$ cat src/rtl/param_stream_loader.sv
// Parameter frame loader: receives header + 24 payload bytes + checksum into a shadow
// buffer, then commits the verified set to the parameter bank one byte per cycle.
module param_stream_loader (
   input  logic       clk,
   input  logic       reset,
   input  logic [7:0] in_data,
   input  logic       in_valid,
   output logic       in_ready,
   input  logic       abort,
   output logic       param_we,
   output logic [4:0] param_addr,
   output logic [7:0] param_data,
   output logic       params_valid,
   output logic       load_done,
   output logic       load_error,
   output logic       busy
);

   localparam int unsigned N_PARAMS = 24;
   localparam int unsigned IDX_W    = 5;
   localparam int unsigned DATA_W   = 8;
   localparam logic [DATA_W-1:0] HEADER   = 8'hA5;
   localparam logic [IDX_W-1:0]  LAST_IDX = IDX_W'(N_PARAMS - 1);

   typedef enum logic [2:0] {
      S_IDLE,
      S_PAYLOAD,
      S_CHECK,
      S_COMMIT,
      S_ERR
   } state_t;

   state_t            state;
   state_t            state_next;
   logic [IDX_W-1:0]  idx;
   logic [DATA_W-1:0] sum;
   logic [DATA_W-1:0] shadow [N_PARAMS];
   logic              xfer;

   assign xfer = in_valid & in_ready;

   // State register
   always_ff @(posedge clk) begin
      if (reset) state <= S_IDLE;
      else       state <= state_next;
   end

   // Next-state logic
   always_comb begin
      state_next = state;
      case (state)
         S_IDLE:    if (xfer && in_data == HEADER) state_next = S_PAYLOAD;
         S_PAYLOAD: begin
            if (abort)                         state_next = S_IDLE;
            else if (xfer && idx == LAST_IDX)  state_next = S_CHECK;
         end
         S_CHECK: begin
            if (abort)     state_next = S_IDLE;
            else if (xfer) state_next = (in_data == sum) ? S_COMMIT : S_ERR;
         end
         S_COMMIT:  if (idx == LAST_IDX) state_next = S_IDLE;
         S_ERR:     state_next = S_IDLE;
         default:   state_next = S_IDLE;
      endcase
   end

   // Output decode; abort withdraws ready so an aborting edge never consumes a byte
   always_comb begin
      in_ready   = 1'b0;
      param_we   = 1'b0;
      param_addr = '0;
      param_data = '0;
      load_error = 1'b0;
      busy       = (state != S_IDLE);
      case (state)
         S_IDLE:    in_ready = 1'b1;
         S_PAYLOAD,
         S_CHECK:   in_ready = ~abort;
         S_COMMIT: begin
            param_we   = 1'b1;
            param_addr = idx;
            param_data = shadow[idx];
         end
         S_ERR:     load_error = 1'b1;
         default:   ;
      endcase
   end

   // Index, running checksum and completion status
   always_ff @(posedge clk) begin
      if (reset) begin
         idx          <= '0;
         sum          <= '0;
         params_valid <= 1'b0;
         load_done    <= 1'b0;
      end else begin
         load_done <= 1'b0;
         case (state)
            S_IDLE: begin
               if (xfer && in_data == HEADER) begin
                  idx <= '0;
                  sum <= '0;
               end
            end
            S_PAYLOAD: begin
               if (xfer) begin
                  sum <= sum + in_data;
                  idx <= idx + IDX_W'(1);
               end
            end
            S_CHECK: begin
               if (xfer && in_data == sum) begin
                  params_valid <= 1'b0;
                  idx          <= '0;
               end
            end
            S_COMMIT: begin
               idx <= idx + IDX_W'(1);
               if (idx == LAST_IDX) begin
                  params_valid <= 1'b1;
                  load_done    <= 1'b1;
               end
            end
            default: ;
         endcase
      end
   end

   // Shadow buffer needs no reset; it is always refilled before a commit
   always_ff @(posedge clk) begin
      if (state == S_PAYLOAD && xfer) shadow[idx] <= in_data;
   end

endmodule

$ cat config.mk
export PLATFORM = sky130hd
export DESIGN_NAME = param_stream_loader
export DESIGN_NICKNAME = d
export VERILOG_FILES = /design/src/rtl/param_stream_loader.sv
export SDC_FILE = /design/constraint.sdc
export NUM_CORES = 1
export LEC_CHECK = 0
export BUFFER_PORTS_ARGS = -buffer_cell sky130_fd_sc_hd__clkbuf_2
export CAP_MARGIN = 5
export CORE_MARGIN = 2
export CORE_UTILIZATION = 25
export CTS_CLUSTER_DIAMETER = 100
export CTS_CLUSTER_SIZE = 16
export DETAILED_ROUTE_END_ITERATION = 10
export HOLD_SLACK_MARGIN = 0.03
export PLACE_DENSITY_LB_ADDON = 0.12
export SETUP_SLACK_MARGIN = 0.2
export SLEW_MARGIN = 10
export SYNTH_ARGS = -nofsm -noshare
export SYNTH_HDL_FRONTEND = slang
export SYNTH_SLANG_ARGS = --single-unit
$ cat constraint.sdc
create_clock -name clk -period 5.6 [get_ports clk]
set_clock_uncertainty 0.05 [all_clocks]
set_input_delay 0.28 -clock clk [delete_from_list [all_inputs] [get_ports clk]]
set_output_delay 0.28 -clock clk [all_outputs]
set_load 0.01 [all_outputs]
==> results.cfg <==
[routing]
avgRoutedWirePerCell_um = 22.6
routed_wl_um = 22300
drtIter0Drc = 411
vias = 4557
via_per_inst = 4.62
antenna_left = 0
drc_errors = 0
dr.pass1.iters = 4

[timing]
timing.setup.tns_ps = 0
finalSetupViolCount = 0
hold_viol = 0
period_share_pct = 60.4
final_max_slew_viol_count = 0
worst_slack_ps = 2220
slew_headroom_pct = 27.5
rsz0062_at_grt = false
fin_crit_ps = 3380
worst_slew_pin_slew_ps = 1080
max_freq_mhz = 295

[outcome]
status = finished, final reports clean

[critical_path]
arrival_ps = 3050
path_cells = mux4_2 -> mux2i_1 -> o22a_1 -> o21ai_0 -> clkbuf_2
cp_slowest_cell = dfxtp_4
path_class = reg2out
worst-r2r-cell-count = 4
slowest_delay_ps = 1030
r2r_slack_ps = 2680
critPathCapture = param_data[1]
r2r_start = state[2]$_SDFFE_PP0P_
start_kind = register
critPathCaptureType = output pin
worstPathMaxFanout = 48
r2r_end = shadow[20][4]$_DFFE_PP_
critPathRequiredTime_ps = 5270

[cells_and_area]
nFillCells = 3474
drive_gt1_share_pct = 21.1
seqCellArea_mm2 = 0.00623
final_util_pct = 28.7
finalNetCount = 550
syn_to_final_growth_pct = 12.5
fin_cells = 986
multi_input_area_mm2 = 0.00250

[grt]
gr-usage-met2_pct = 20.9
grt_max_degree = 49
antenna_found_initial = 0
grt.busiest_layer = met2
grt_pass1_wl_um = 33000
overflow = 0
grtUsageTotal_pct = 12.4
use_met3_pct = 1.91
met1_usage_pct = 16.9
grt_pass1_vias = 4781

[pwr]
pwr-share-clk_pct = 33.9
internal-power_mw = 2.48
combinationalPowerShare_pct = 10.6
ir_drop_uv = 157
power_leakage_nw = 2.99
p_sw_share_pct = 24.6
p_sw_mw = 0.808
power_density_mw_per_mm2 = 330
pwr-share-seq_pct = 55.5

[synthesis]
syn_area_mm2 = 0.00887
ys_warn_count = 0
synthCells = 495
synth-seq-cells = 215
dominantRegCellSynth = edfxtp_1
synth_edf_count = 192
synth_top_area_share_pct = 65.0
yosys.area.top_type = edfxtp_1
async_reset_ff_share_pct = 0
synth.distinct_cells = 50
ys_top_cells_by_area = edfxtp_1 65%, mux4_2 12%, dfxtp_1 5.2%
ys_seq_area_share_pct = 70.2
synth_fp_nets = 519
postSynthAreaPerCell_um2 = 17.9

[die]
core_mm2 = 0.0347
die_h_um = 192
dieArea_mm2 = 0.0370
initial_core_util_pct = 25.5
ioPinCount = 31
die_w_um = 192
placementRows = 68

[clock_network]
clk_latency_ps = 490
post_cts_resize_count = 0
numCtsBuffers = 17
clock-sinks = 215
ctsHoldBuffers = 0
cts_tree = done
clockRootBuffer = clkbuf_16
clkSlewWorstSetupHoldPaths_ps = 80
post_cts_buffers = 0
clockBufferDepth = 3
h-tree-depth = 1

[place]
post-dp-hpwl_um = 13900
dp_slack_ps = 2630
place_congestion = 0.833
io_buffers = 30
placedCellCount = 962

[min_path]
hp-class = in2reg

[job]
drv_cap = 0
[registers in the layout, summed over array words and instances, names as in the netlist, named ones only]
name	flops
params_valid	1
load_done	1
sum	8
state	3
shadow	192
idx	5
[layout make-up]
class / count / area share, %
flip-flops and latches: 215 / 62.5
diodes: 1 / 0.0251
inverters: 8 / 0.301
clock inverters: 2 / 0.201
clock buffers: 21 / 4.41
multi-input cells: 250 / 25.1
repair buffers: 34 / 1.81
well taps: 455 / 5.71
[cell usage in the layout (no fill, tap or decap), types with 4 or more instances in the layout]
cell type	Yosys	layout
a21o_1	4	4
a21oi_1	10	10
a22o_1	6	6
a31oi_1	5	5
and2_1	6	6
buf_4	4	4
clkbuf_1	9	4
clkbuf_16	0	17
clkbuf_2	0	30
dfxtp_1	23	21
edfxtp_1	192	192
ha_1	11	11
inv_1	8	8
mux2i_1	24	24
mux4_2	49	49
nand2_1	13	13
nand2b_1	5	5
nor2_1	34	34
nor3_1	8	8
o21ai_0	21	21
o22a_1	7	7
xnor2_1	5	5
[Yosys cell counts (all sizes together) (6+ instances only)]
master	count
nor2	34
mux4	49
buf	13
nand2	14
mux2i	24
nand2b	6
dfxtp	23
a21oi	10
inv	8
a22o	6
o21ai	21
edfxtp	192
clkbuf	9
o22a	7
and2	6
ha	11
nor3	9
[power by group through the flow]
stage	clock (mW)	sequential (mW)	combinational, mW
after global routing	1.21	1.84	0.380
final	1.12	1.83	0.348
after detailed placement	0	1.87	0.353
after floorplan	0	1.81	0.296
after global placement	0	1.87	0.351
after CTS	1.16	1.83	0.354
[metrics by stage]
stage	hold slack [ps]	power [mW]	instance area, µm²
after detailed placement	419	2.22	9510
final	103	3.29	9980
after floorplan	329	2.10	8870
after CTS	92.9	3.35	9970
after global routing	110	3.42	9970
after global placement	422	2.22	9510
[worst min path at each step]
stage	startpoint	end	slack, ps	cells after the start
3_5_place_dp	sum[3]$_SDFFE_PP0P_	sum[3]$_SDFFE_PP0P_	420	1
3_3_place_gp	sum[0]$_SDFFE_PP0P_	sum[0]$_SDFFE_PP0P_	420	1
5_1_grt	reset	params_valid$_SDFFE_PP0P_	110	2
2_1_floorplan	in_data[0]	shadow[0][0]$_DFFE_PP_	330	0
6_report	reset	params_valid$_SDFFE_PP0P_	100	2
4_1_cts	reset	params_valid$_SDFFE_PP0P_	90	2
[logic make-up after synthesis]
logic type	after synthesis	share of synthesized area, %
adder cells (fa/ha/maj)	13	1.90
AND/OR/NAND/NOR	92	5.46
flip-flops	215	70.2
buffers and inverters	30	1.58
multiplexers	74	15.3
XOR/XNOR	6	0.593
AO/OA/AOI/OAI	65	4.98
[worst max-delay path, delay by kind of cell (launching register included)]
family / cells / cell delay [ps]
AO/OA/AOI/OAI: 2 / 340
buffers and inverters: 1 / 150
flip-flops: 1 / 1030
multiplexers: 2 / 1020
[per-layer routing]
metal	wire, µm	vias to the layer above
met1	10000	2414
met4	386	0
met3	881	24
met5	0	-
li1	-	2044
met2	11000	75
Note: power is estimated with default switching activity, not from simulation.
